<file path="config.mk">
export PLATFORM = sky130hd
export DESIGN_NAME = alu_arbiter
export DESIGN_NICKNAME = d
export VERILOG_FILES = /design/src/rtl/alu_arbiter.sv
export SDC_FILE = /design/constraint.sdc
export NUM_CORES = 1
export LEC_CHECK = 0
export BUFFER_PORTS_ARGS = -buffer_cell sky130_fd_sc_hd__buf_2
export CAP_MARGIN = 5
export CORE_AREA = 2 2 121 123
export DETAILED_ROUTE_END_ITERATION = 10
export DIE_AREA = 0 0 123 125
export GPL_TIMING_DRIVEN = 0
export PLACE_DENSITY = 0.65
export SLEW_MARGIN = 10
export SYNTH_ARGS = -nofsm -noshare
export SYNTH_HDL_FRONTEND = slang
export SYNTH_SLANG_ARGS = --single-unit
</file>
<file path="constraint.sdc">
create_clock -name clk -period 2.1 [get_ports clk]
set_input_delay 0.21 -clock clk [delete_from_list [all_inputs] [get_ports clk]]
set_output_delay 0.21 -clock clk [all_outputs]
set_load 0.02 [all_outputs]
</file>
<file path="src/rtl/alu_arbiter.sv">
// Two-port valid/ready arbiter in front of a single registered ALU; tags ops through the ALU latency.
// Optional macro ALU_ARB_RR_EN selects round-robin contention; default is fixed priority to requester 0.
module alu_arbiter #(
  parameter int WIDTH = 32,
  parameter int OPW   = 4
) (
  input  logic             clk,
  input  logic             rst,
  input  logic             req0_valid,
  output logic             req0_ready,
  input  logic [WIDTH-1:0] req0_data0,
  input  logic [WIDTH-1:0] req0_data1,
  input  logic [OPW-1:0]   req0_op,
  input  logic             req1_valid,
  output logic             req1_ready,
  input  logic [WIDTH-1:0] req1_data0,
  input  logic [WIDTH-1:0] req1_data1,
  input  logic [OPW-1:0]   req1_op,
  output logic [WIDTH-1:0] alu_data0,
  output logic [WIDTH-1:0] alu_data1,
  output logic [OPW-1:0]   alu_operation,
  input  logic [WIDTH-1:0] alu_result,
  input  logic             alu_zero,
  output logic             rsp0_valid,
  output logic [WIDTH-1:0] rsp0_result,
  output logic             rsp0_zero,
  output logic             rsp0_err,
  output logic             rsp1_valid,
  output logic [WIDTH-1:0] rsp1_result,
  output logic             rsp1_zero,
  output logic             rsp1_err
);

  logic             w_gnt0, w_gnt1, w_acc, w_id, w_legal;
  logic [OPW-1:0]   w_op;
  logic [WIDTH-1:0] w_d0, w_d1;
  logic             r_s1_vld, r_s1_id, r_s1_err;
  logic             r_s2_vld, r_s2_id, r_s2_err;
  logic [WIDTH-1:0] r_alu_d0, r_alu_d1;
  logic [OPW-1:0]   r_alu_op;

`ifdef ALU_ARB_RR_EN
  // r_ptr names the requester that wins the next contention.
  logic r_ptr;
  assign w_gnt1 = req1_valid && (!req0_valid || r_ptr);

  always_ff @(posedge clk) begin
    if (rst)        r_ptr <= 1'b0;
    else if (w_acc) r_ptr <= ~w_id;
  end
`else
  assign w_gnt1 = req1_valid && !req0_valid;
`endif
  assign w_gnt0 = req0_valid && !w_gnt1;

  assign req0_ready = w_gnt0 && !rst;
  assign req1_ready = w_gnt1 && !rst;
  assign w_acc      = (req0_valid && req0_ready) || (req1_valid && req1_ready);
  assign w_id       = req1_ready;
  assign w_op       = w_id ? req1_op    : req0_op;
  assign w_d0       = w_id ? req1_data0 : req0_data0;
  assign w_d1       = w_id ? req1_data1 : req0_data1;

  always_comb begin
    w_legal = 1'b0;
    case (w_op)
      OPW'(0), OPW'(1), OPW'(2), OPW'(6), OPW'(7), OPW'(12): w_legal = 1'b1;
      default: w_legal = 1'b0;
    endcase
  end

  // Illegal ops still occupy a pipeline slot so responses stay in acceptance order.
  always_ff @(posedge clk) begin
    if (rst) begin
      r_s1_vld <= 1'b0;
      r_s1_id  <= 1'b0;
      r_s1_err <= 1'b0;
      r_s2_vld <= 1'b0;
      r_s2_id  <= 1'b0;
      r_s2_err <= 1'b0;
      r_alu_d0 <= '0;
      r_alu_d1 <= '0;
      r_alu_op <= '0;
    end else begin
      r_s1_vld <= w_acc;
      r_s1_id  <= w_id;
      r_s1_err <= w_acc && !w_legal;
      r_s2_vld <= r_s1_vld;
      r_s2_id  <= r_s1_id;
      r_s2_err <= r_s1_err;
      if (w_acc && w_legal) begin
        r_alu_d0 <= w_d0;
        r_alu_d1 <= w_d1;
        r_alu_op <= w_op;
      end
    end
  end

  assign alu_data0     = r_alu_d0;
  assign alu_data1     = r_alu_d1;
  assign alu_operation = r_alu_op;

  assign rsp0_valid  = r_s2_vld && !r_s2_id;
  assign rsp1_valid  = r_s2_vld &&  r_s2_id;
  assign rsp0_result = (rsp0_valid && !r_s2_err) ? alu_result : '0;
  assign rsp1_result = (rsp1_valid && !r_s2_err) ? alu_result : '0;
  assign rsp0_zero   = rsp0_valid && !r_s2_err && alu_zero;
  assign rsp1_zero   = rsp1_valid && !r_s2_err && alu_zero;
  assign rsp0_err    = rsp0_valid && r_s2_err;
  assign rsp1_err    = rsp1_valid && r_s2_err;

endmodule
</file>
==> results of run 1 <==
[layer usage]
metal,global-route usage,up-vias
met3,0.04836,16
met4,0.04880,0
met1,0.2180,2282
li1,-,2530
met5,0,-
met2,0.3611,190
[flip-flops by register name (all words and copies together) (netlist names)]
name,cells
alu_data0,32
alu_data1,32
alu_operation,4
r_s1_err,1
r_s1_id,1
r_s1_vld,1
r_s2_err,1
r_s2_id,1
r_s2_vld,1
[layout make-up]
| cell class | instances | area [um^2] | share of cell area |
|---|---|---|---|
| multi-input cells | 371 | 2570 | 0.3841 |
| repair buffers | 312 | 1562 | 0.2334 |
| flip-flops and latches | 74 | 1481 | 0.2214 |
| plain buffers | 50 | 261.5 | 0.03909 |
| inverters | 69 | 259.0 | 0.03871 |
| clock buffers | 10 | 239.0 | 0.03572 |
| well taps | 184 | 230.2 | 0.03441 |
| clock inverters | 6 | 87.58 | 0.01309 |
[cells by family (layout without fill, tap and decap cells)]
kind of cell / after synthesis / in the layout / synth area share
AND/OR/NAND/NOR: 159 / 159 / 0.1799
buffers and inverters: 119 / 447 / 0.1130
XOR/XNOR: 2 / 2 / 0.003841
AO/OA/AOI/OAI: 141 / 141 / 0.2271
flip-flops: 74 / 74 / 0.3247
multiplexers: 69 / 69 / 0.1514
[power by group through the flow]
stage	Sequential [mW]	Clock [mW]	Combinational (mW)
global placement	1.59	0	1.06
detailed placement	1.59	0	1.07
CTS	1.57	1.74	1.07
finish	1.57	1.69	1.06
floorplan	1.72	0	0.501
global route	1.58	1.81	1.15
[worst register-to-register path: cells and delay by family (launching register included)]
kind               cells  cell delay, ns
DFF                    1            0.35
and+or+nand+nor        1            0.08
AOI/OAI and AO/OA      1            0.17
[cell usage after synthesis, types with 2 or more instances]
cell	count	area [um^2]
sky130_fd_sc_hd__nor2b_1	7	43.79
sky130_fd_sc_hd__buf_6	4	45.04
sky130_fd_sc_hd__dfxtp_1	74	1481
sky130_fd_sc_hd__buf_4	6	45.04
sky130_fd_sc_hd__and2_1	68	425.4
sky130_fd_sc_hd__xor2_1	2	17.52
sky130_fd_sc_hd__nand3b_1	2	15.01
sky130_fd_sc_hd__buf_1	3	11.26
sky130_fd_sc_hd__nor3_1	2	10.01
sky130_fd_sc_hd__clkbuf_1	24	90.09
sky130_fd_sc_hd__mux2i_1	69	690.7
sky130_fd_sc_hd__a211oi_2	30	375.4
sky130_fd_sc_hd__buf_2	13	65.06
sky130_fd_sc_hd__a211oi_1	38	285.3
sky130_fd_sc_hd__nor2_1	2	7.510
sky130_fd_sc_hd__and3_1	2	12.51
sky130_fd_sc_hd__a21oi_1	67	335.3
sky130_fd_sc_hd__inv_1	68	255.2
sky130_fd_sc_hd__nand2_1	70	262.8
sky130_fd_sc_hd__a31oi_1	2	12.51
[worst max-delay path by stage]
stage	to	slack (ns)	cells after the start
2_1_floorplan	rsp0_result[10]	0.43	4
3_3_place_gp	alu_data1[26]	-0.01	8
3_5_place_dp	alu_data1[26]	-0.006	8
4_1_cts	rsp0_result[14]	0.01	5
5_1_grt	rsp1_result[16]	0.0008	5
6_report	rsp1_result[1]	0.20	5
[metrics by stage]
step / hold slack (ns) / worst slack (ns) / instance area [um^2] / power (mW) / instances
after global routing: 0.1347 / 0.0008393 / 6690 / 4.539 / 1076
final: 0.1236 / 0.1978 / 6690 / 4.316 / 1076
after global placement: 0.4258 / -0.01426 / 6354 / 2.652 / 1060
after floorplan: 0.2861 / 0.4283 / 4562 / 2.225 / 564
after detailed placement: 0.4368 / -0.006369 / 6354 / 2.661 / 1060
after CTS: 0.1059 / 0.01122 / 6683 / 4.379 / 1076
[timing repair]
action / CTS / global route
hold buffers: 0 / 0
endpoints found under the setup margin: 10 / 38
gates resized for setup: 1 / 8
==> metrics.log, run 1 <==
INFO  metric fp.dieW = 123 um
INFO  metric setup-violations-final = 0
INFO  metric syn_area = 4562 um^2
INFO  metric cell_internal_pwr = 3.017 mW
INFO  metric switchingPower = 1.299 mW
INFO  metric drcViolationCount = 0
INFO  metric ordered_list_of_cells_on_the_worst_path = and2_1 > nor2b_2 > clkbuf_2 > and2_1 > buf_2
INFO  metric syn2layout_area_growth = 46.65%
INFO  metric vias = 5,018
INFO  metric dp_hpwl = 12.59 mm
INFO  metric switching_share = 0.3010
INFO  metric grt_usage = 0.1944
INFO  metric synth_cell_type_count = 31
INFO  metric gpl.final_weighted_congestion = 0.7936
INFO  metric totalNegativeSetupSlack = 0 ns
INFO  metric design.portCount = 313
INFO  metric detail_route.wirelength = 15.82 mm
INFO  metric timing.hold.worst_endpoint = r_s1_id
INFO  metric post_route_cells_drive_above_1_share = 0.4372
INFO  metric slowest_stage = sky130_fd_sc_hd__dfxtp_1
INFO  metric num_rows = 44
INFO  metric cts_setup_buffers = 0
INFO  metric run_status = complete, no violations
INFO  metric synth_warnings = 0
INFO  metric num_antenna_cells = 0
INFO  metric finalWorstPathRequiredPeriod = 1.902 ns
INFO  metric first_global_vias = 4,612
INFO  metric first_pass_grt_wire_length = 23.49 mm
INFO  metric r2r-end = alu_operation[0]
INFO  metric clock_tree_from_tritoncts = yes
INFO  metric clock_pin_slew_worst_setup_and_hold_paths = 0.06 ns
INFO  metric total_number_of_h_tree_levels = 3
INFO  metric antenna_found_initial = 0
INFO  metric synth.yosys.seq_area_share = 0.3247
INFO  metric final-max-slew-violation-count = 0
INFO  metric crit_arrival = 1.69 ns
INFO  metric avgSynthCellArea = 8.088 um^2
INFO  metric grt_setup_unrepaired = false
INFO  metric fp.dieH = 125 um
INFO  metric cp.required = 1.89 ns
INFO  metric syn-instance-count = 564
INFO  metric insertion_delay = 0.32 ns
INFO  metric timing.hold.worst.class = primary input to flip-flop
INFO  metric timing_worst_setup_path_type = flip-flop to output port
INFO  metric slowest_delay = 0.33 ns
INFO  metric crit_path_most_repeated_cell = sky130_fd_sc_hd__and2_1
INFO  metric critPathLaunch = r_s2_id
INFO  metric number_of_hold_slack_violations_in_the_final_timing_report = 0
INFO  metric fill_cells = 1,491
INFO  metric antenna_left = 0
INFO  metric cts_root_buf = sky130_fd_sc_hd__clkbuf_16
INFO  metric starting_drt_drc_count = 143
INFO  metric highest-signal-layer = met4
INFO  metric tightest_slew = 0.7727 ns
INFO  metric number_of_detailed_route_iterations_in_the_first_pass = 4
INFO  metric wire_per_inst = 14.70 um
INFO  metric timing.rr.start = alu_operation[0]
INFO  metric timing.max_slew.rel_slack = 0.4849
INFO  metric reg2reg_slack = 1.43 ns
INFO  metric synth-edff-count = 0
INFO  metric clk_path_buf_depth = 2
INFO  metric power_density = 645.1 nW/um^2
INFO  metric finalNetCount = 1,060
INFO  metric worst_clock_skew = 0.003149 ns
INFO  metric post-route-util = 0.4710
INFO  metric synthesized_flop_and_latch_total = 74
INFO  metric max-vdd-ir-drop = 0.4043 mV
INFO  metric maximum_number_of_pins_on_one_net_before_global_route_repair = 14
INFO  metric critPathCaptureType = output port
INFO  metric dr_wl_met2 = 8.064 mm
INFO  metric critical_path_buf_inv_count = 2
INFO  metric wl_met1 = 6.371 mm
INFO  metric startpoint_type = flip-flop
INFO  metric critical_path_peak_fanout = 10
INFO  metric cts_buffers = 9
INFO  metric reg2reg_depth = 2
INFO  metric cts_sinks = 74
INFO  metric power_frac_comb = 0.245
INFO  metric die_area = 15,380 um^2
INFO  metric synthFlopType = sky130_fd_sc_hd__dfxtp_1
INFO  metric layout.cells.most_common = sky130_fd_sc_hd__buf_2
INFO  metric achievable-frequency = 525.7 MHz
INFO  metric sequential_group_share_of_total_power = 0.363
INFO  metric dr_wl_met3 = 1.118 mm
INFO  metric power.share.clock = 0.393
INFO  metric core-area = 14,200 um^2
INFO  metric buffer_ports.inserted = 312
INFO  metric max_cap_violations = 0
INFO  metric timing.hold.worst.start = req0_valid
INFO  metric syn-num-nets = 737
INFO  metric worst_path_dominant_cell_family = simple AND/OR/NAND/NOR gates
INFO  metric min_delay_path_depth = 2
INFO  metric synthArstFlopShare = 0
INFO  metric mostFrequentLayoutCells = 325 x sky130_fd_sc_hd__buf_2, 74 x sky130_fd_sc_hd__dfxtp_1, 70 x sky130_fd_sc_hd__nand2_1
INFO  metric floorplan.initialDensity = 0.3212
INFO  metric route.detailed.vias_per_inst = 4.664
INFO  metric fin_crit_sh = 0.9058
INFO  metric static-leakage-power = 3.222 nW
INFO  metric total_congestion_overflow_after_global_routing = 0
No activity file was read; power rests on OpenSTA's default activity.
==> inputs of run 2 (changes only) <==
--- a/config.mk
+++ b/config.mk
@@ -12,5 +12,5 @@
 export DIE_AREA = 0 0 123 125
 export GPL_TIMING_DRIVEN = 0
-export PLACE_DENSITY = 0.65
+export PLACE_DENSITY = 0.69
 export SLEW_MARGIN = 10
 export SYNTH_ARGS = -nofsm -noshare
==> constraint.sdc (replaced) <==
create_clock -name clk -period 2.1 [get_ports clk]
set_input_delay 0.105 -clock clk [delete_from_list [all_inputs] [get_ports clk]]
set_output_delay 0.105 -clock clk [all_outputs]
set_load 0.02 [all_outputs]
==> run 2 against run 1 <==
Net effect:
- global-route usage rose by 1.1 points
- routed wire length rose by 3.0%
- largest cell class unchanged
- worst setup slack got worse by 0.0049 ns
- hold slack got worse by 0.10 ns
- core utilization rose by 0.053 points
- register-to-register slack got worse by 0.04 ns
- critical endpoint is now rsp1_result[25]
==> metrics.log, run 2 (synthesized netlist as in run 1, its figures left out) <==
INFO  metric critical_path_buf_inv_count = 2
INFO  metric num_rows = 44
INFO  metric core-area = 14,200 um^2
INFO  metric dr_wl_met3 = 1.226 mm
INFO  metric total_number_of_h_tree_levels = 3
INFO  metric critical_path_peak_fanout = 10
INFO  metric buffer_ports.inserted = 312
INFO  metric static-leakage-power = 3.210 nW
INFO  metric route.detailed.vias_per_inst = 4.662
INFO  metric fill_cells = 1,439
INFO  metric antenna_found_initial = 0
INFO  metric first_global_vias = 4,769
INFO  metric crit_arrival = 1.80 ns
INFO  metric cts_sinks = 74
INFO  metric tightest_slew = 0.8267 ns
INFO  metric clk_path_buf_depth = 2
INFO  metric worst_path_dominant_cell_family = simple AND/OR/NAND/NOR gates
INFO  metric fp.dieH = 125 um
INFO  metric maximum_number_of_pins_on_one_net_before_global_route_repair = 13
INFO  metric run_status = complete, no violations
INFO  metric cts_root_buf = sky130_fd_sc_hd__clkbuf_16
INFO  metric detail_route.wirelength = 16.30 mm
INFO  metric wire_per_inst = 15.15 um
INFO  metric max_cap_violations = 0
INFO  metric grt_setup_unrepaired = false
INFO  metric starting_drt_drc_count = 164
INFO  metric finalWorstPathRequiredPeriod = 1.907 ns
INFO  metric fp.dieW = 123 um
INFO  metric floorplan.initialDensity = 0.3212
INFO  metric layout.cells.most_common = sky130_fd_sc_hd__buf_2
INFO  metric first_pass_grt_wire_length = 24.65 mm
INFO  metric grt_usage = 0.2050
INFO  metric cts_setup_buffers = 0
INFO  metric multiInputGateArea = 2570 um^2
INFO  metric final-max-slew-violation-count = 0
INFO  metric cp.required = 2.00 ns
INFO  metric worst_clock_skew = 0.0004750 ns
INFO  metric p_total = 4.366 mW
INFO  metric crit_path_most_repeated_cell = sky130_fd_sc_hd__and2_1
INFO  metric post-route-util = 0.4715
INFO  metric num_antenna_cells = 0
INFO  metric ff_latch_area = 1481 um^2
INFO  metric startpoint_type = flip-flop
INFO  metric timing.max_slew.rel_slack = 0.4489
INFO  metric number_of_detailed_route_iterations_in_the_first_pass = 4
INFO  metric ordered_list_of_cells_on_the_worst_path = and2_1 > nor2b_2 > clkbuf_1 > and2_1 > buf_2
INFO  metric syn2layout_area_growth = 46.82%
INFO  metric dr_wl_met2 = 7.978 mm
INFO  metric setup-violations-final = 0
INFO  metric vias = 5,016
INFO  metric max-vdd-ir-drop = 0.4902 mV
INFO  metric die_area = 15,380 um^2
INFO  metric achievable-frequency = 524.3 MHz
INFO  metric clock_pin_slew_worst_setup_and_hold_paths = 0.06 ns
INFO  metric timing_worst_setup_path_type = flip-flop to output port
INFO  metric number_of_hold_slack_violations_in_the_final_timing_report = 0
INFO  metric antenna_left = 0
INFO  metric critPathCaptureType = output port
INFO  metric gpl.final_weighted_congestion = 0.8745
INFO  metric slowest_stage = sky130_fd_sc_hd__dfxtp_1
INFO  metric highest-signal-layer = met4
INFO  metric dp_hpwl = 12.77 mm
INFO  metric drcViolationCount = 0
INFO  metric slowest_delay = 0.34 ns
INFO  metric mostFrequentLayoutCells = 325 x sky130_fd_sc_hd__buf_2, 74 x sky130_fd_sc_hd__dfxtp_1, 70 x sky130_fd_sc_hd__nand2_1
INFO  metric totalNegativeSetupSlack = 0 ns
INFO  metric post_route_cells_drive_above_1_share = 0.4327
INFO  metric cts_buffers = 9
INFO  metric wl_met1 = 6.652 mm
INFO  metric total_congestion_overflow_after_global_routing = 0
INFO  metric insertion_delay = 0.32 ns
INFO  metric finalNetCount = 1,060
INFO  metric timing.hold.worst.class = primary input to flip-flop
INFO  metric clock_tree_from_tritoncts = yes
INFO  metric power_density = 651.9 nW/um^2
INFO  metric fin_crit_sh = 0.9082
INFO  metric design.portCount = 313
## run 2: changes by cell type in the layout (fill, tap and decap cells not counted)
cell,delta
sky130_fd_sc_hd__clkbuf_1,+4
sky130_fd_sc_hd__clkinvlp_4,+1
sky130_fd_sc_hd__clkbuf_2,-4
sky130_fd_sc_hd__clkinv_2,-1
sky130_fd_sc_hd__clkinv_4,-1
sky130_fd_sc_hd__inv_6,-1
sky130_fd_sc_hd__clkbuf_8,+2
## run 2: power breakdown
group          internal [mW]  leakage, nW  switching [mW]
Combinational          0.425         2.44           0.633
Clock                   1.14        0.165           0.604
Sequential              1.52        0.607          0.0525
## run 2: final timing paths
check	start	endpoint	slack, ns	cells past startpoint
min	req0_valid	r_s1_id	0.02	2
min reg2reg	r_s1_id	r_s2_id	0.44	1
max reg2reg	alu_operation[0]	alu_operation[0]	1.39	2
max	r_s2_id	rsp1_result[25]	0.19	5
## run 2: routing by layer
layer	vias up	track usage
li1	2532	-
met1	2256	0.2308
met2	205	0.3692
met3	23	0.05338
met4	0	0.06952
met5	-	0
## run 2: metrics by stage
step                      instance area, um^2  instances  hold WS [ns]  worst slack (ns)
after global routing                     6698       1076       0.01875           0.02534
after global placement                   6354       1060        0.3644           0.04999
after detailed placement                 6354       1060        0.3587           0.02867
final                                    6698       1076       0.02317            0.1928
after CTS                                6693       1076      0.009175           0.08685
after floorplan                          4562        564        0.1811            0.5333
## run 2: timing repair
action,CTS,global route
resized for setup,0,2
setup endpoints to repair,0,31
hold buffers,0,0
## run 2: final cells by class
cell class,instances,share of cell area
Buffer,50,0.03830
Clock buffer,12,0.03979
Clock inverter,4,0.01084
Inverter,69,0.03867
Multi-Input combinational cell,371,0.3837
Sequential cell,74,0.2212
Tap cell,184,0.03437
Timing Repair Buffer,312,0.2331
==> inputs of run 3 (changes only) <==
==> constraint.sdc (replaced) <==
create_clock -name clk -period 2.1 [get_ports clk]
set_input_delay 0.315 -clock clk [delete_from_list [all_inputs] [get_ports clk]]
set_output_delay 0.315 -clock clk [all_outputs]
set_load 0.02 [all_outputs]
==> run 3 against run 2 <==
Net effect:
- first-iteration DRC count is 3.7% lower
- non-clock buffer count stayed put
- flip-flop and latch count is the same
- largest power group unchanged
==> metrics.log, run 3 (synthesized netlist as in run 1, its figures left out) <==
INFO  metric route.detailed.vias_per_inst = 4.652
INFO  metric timing.max_slew.rel_slack = 0.4508
INFO  metric num_antenna_cells = 0
INFO  metric ff_latch_area = 1481 um^2
INFO  metric power_density = 650.0 nW/um^2
INFO  metric achievable-frequency = 510.0 MHz
INFO  metric maximum_number_of_pins_on_one_net_before_global_route_repair = 13
INFO  metric slowest_stage = sky130_fd_sc_hd__dfxtp_1
INFO  metric run_status = complete, no violations
INFO  metric finalWorstPathRequiredPeriod = 1.961 ns
INFO  metric max-vdd-ir-drop = 0.4902 mV
INFO  metric setup-violations-final = 0
INFO  metric fp.dieW = 123 um
INFO  metric layoutNonFillerInstCount = 1,076
INFO  metric detail_route.wirelength = 16.27 mm
INFO  metric grt_usage = 0.2054
INFO  metric worst_clock_skew = 0.0003575 ns
INFO  metric ordered_list_of_cells_on_the_worst_path = and2_1 > nor2b_4 > clkbuf_2 > and2_1 > buf_2
INFO  metric layout.cells.most_common = sky130_fd_sc_hd__buf_2
INFO  metric post_route_cells_drive_above_1_share = 0.4406
INFO  metric fp.dieH = 125 um
INFO  metric critical_path_peak_fanout = 10
INFO  metric slowest_delay = 0.34 ns
INFO  metric post-route-util = 0.4729
INFO  metric syn2layout_area_growth = 47.23%
INFO  metric total_congestion_overflow_after_global_routing = 0
INFO  metric fin_crit_sh = 0.9337
INFO  metric cp.required = 1.78 ns
INFO  metric insertion_delay = 0.32 ns
INFO  metric multiInputGateArea = 2580 um^2
INFO  metric critical_path_buf_inv_count = 2
INFO  metric reg2reg_slack = 1.39 ns
INFO  metric mostFrequentLayoutCells = 325 x sky130_fd_sc_hd__buf_2, 74 x sky130_fd_sc_hd__dfxtp_1, 70 x sky130_fd_sc_hd__nand2_1
INFO  metric timing.rr.start = alu_operation[0]
INFO  metric worst_path_dominant_cell_family = simple AND/OR/NAND/NOR gates
INFO  metric cts_sinks = 74
INFO  metric floorplan.initialDensity = 0.3212
INFO  metric cts_hold_repair.buffers = 0
INFO  metric first_pass_grt_wire_length = 24.70 mm
INFO  metric critPathLaunch = r_s2_id
INFO  metric gpl.final_weighted_congestion = 0.8745
INFO  metric clk_path_buf_depth = 2
INFO  metric reg2reg_depth = 2
INFO  metric antenna_found_initial = 0
INFO  metric clock_pin_slew_worst_setup_and_hold_paths = 0.06 ns
INFO  metric die_area = 15,380 um^2
INFO  metric clock_tree_from_tritoncts = yes
INFO  metric static-leakage-power = 3.236 nW
INFO  metric total_number_of_h_tree_levels = 3
INFO  metric timing_worst_setup_path_type = flip-flop to output port
INFO  metric number_of_detailed_route_iterations_in_the_first_pass = 4
INFO  metric design.portCount = 313
INFO  metric crit_path_most_repeated_cell = sky130_fd_sc_hd__and2_1
INFO  metric final-max-slew-violation-count = 0
INFO  metric max_cap_violations = 0
INFO  metric drcViolationCount = 0
INFO  metric vias = 5,006
INFO  metric buffer_ports.inserted = 312
INFO  metric starting_drt_drc_count = 158
INFO  metric critPathCaptureType = output port
INFO  metric wire_per_inst = 15.12 um
INFO  metric core-area = 14,200 um^2
INFO  metric antenna_left = 0
INFO  metric dp_hpwl = 12.77 mm
INFO  metric r2r-end = alu_operation[0]
INFO  metric timing.hold.worst.class = primary input to flip-flop
INFO  metric number_of_hold_slack_violations_in_the_final_timing_report = 0
INFO  metric cts_root_buf = sky130_fd_sc_hd__clkbuf_16
INFO  metric cts_buffers = 9
INFO  metric num_rows = 44
INFO  metric post_layout_worst_setup_margin = 0.1391 ns
INFO  metric fill_cells = 1,444
INFO  metric finalNetCount = 1,060
INFO  metric startpoint_type = flip-flop
INFO  metric grt_setup_unrepaired = false
INFO  metric path_depth = 5
INFO  metric dpl.cell_count = 1,060
INFO  metric tightest_slew = 0.8239 ns
INFO  metric setup.worst_path.end = rsp1_result[28]
INFO  metric placement.setup.worst_slack = -0.1813 ns
INFO  metric first_global_vias = 4,771
INFO  metric crit_arrival = 1.65 ns
[run 3: cell counts in the layout (fill, tap and decap cells not counted)]
Identical to the previous run, type by type.
[run 3: through the flow]
| stage | instance area, um^2 | total power, mW | setup TNS [ns] | hold slack [ns] |
|---|---|---|---|---|
| 2_1_floorplan | 4562 | 2.225 | 0 | 0.3911 |
| 4_1_cts | 6699 | 4.408 | 0 | 0.2192 |
| 5_1_grt | 6716 | 4.582 | 0 | 0.2288 |
| 3_3_place_gp | 6354 | 2.654 | -4.060 | 0.4163 |
| 3_5_place_dp | 6354 | 2.662 | -4.586 | 0.4212 |
| 6_report | 6716 | 4.366 | 0 | 0.2338 |
[run 3: worst min path at each step]
stage / from / to / slack (ns) / cells after the start
2_1_floorplan: req0_valid / r_s1_id / 0.39 / 1
3_3_place_gp: r_s1_vld / r_s2_vld / 0.42 / 1
3_5_place_dp: r_s1_vld / r_s2_vld / 0.42 / 1
4_1_cts: req0_valid / r_s1_id / 0.22 / 2
5_1_grt: req0_valid / r_s1_id / 0.23 / 2
6_report: req0_valid / r_s1_id / 0.23 / 2
[run 3: layout make-up]
type,count,share of cell area
Multi-Input combinational cell,371,0.3841
Timing Repair Buffer,312,0.2325
Sequential cell,74,0.2206
Inverter,69,0.03856
Tap cell,184,0.03428
Clock inverter,4,0.01080
Buffer,50,0.03949
Clock buffer,12,0.03968
[run 3: report_power, final]
part	leakage (nW)	internal, mW	switching [mW]
registers	0.607	1.52	0.0534
clock network	0.165	1.14	0.601
logic	2.46	0.427	0.633
total	3.24	3.08	1.29
[run 3: worst reg2reg max path, cell delays in order (launching register included)]
cell	delay, ns
sky130_fd_sc_hd__dfxtp_1	0.37
sky130_fd_sc_hd__nand3_1	0.08
sky130_fd_sc_hd__a31oi_1	0.18
[run 3: metal layers]
metal / part of all wire / vias to the layer above / GRT usage
met1: 0.41 / 2254 / 0.2310
met4: 0.032 / 0 / 0.07687
met3: 0.074 / 25 / 0.05474
met2: 0.48 / 195 / 0.3659
li1: - / 2532 / -
met5: 0 / - / 0
[run 3: what timing repair did]
action | in CTS | in global routing
setup buffers | 0 | 0
endpoints found under the setup margin | 60 | 61
resized for setup | 3 | 14
pin swaps | 0 | 0
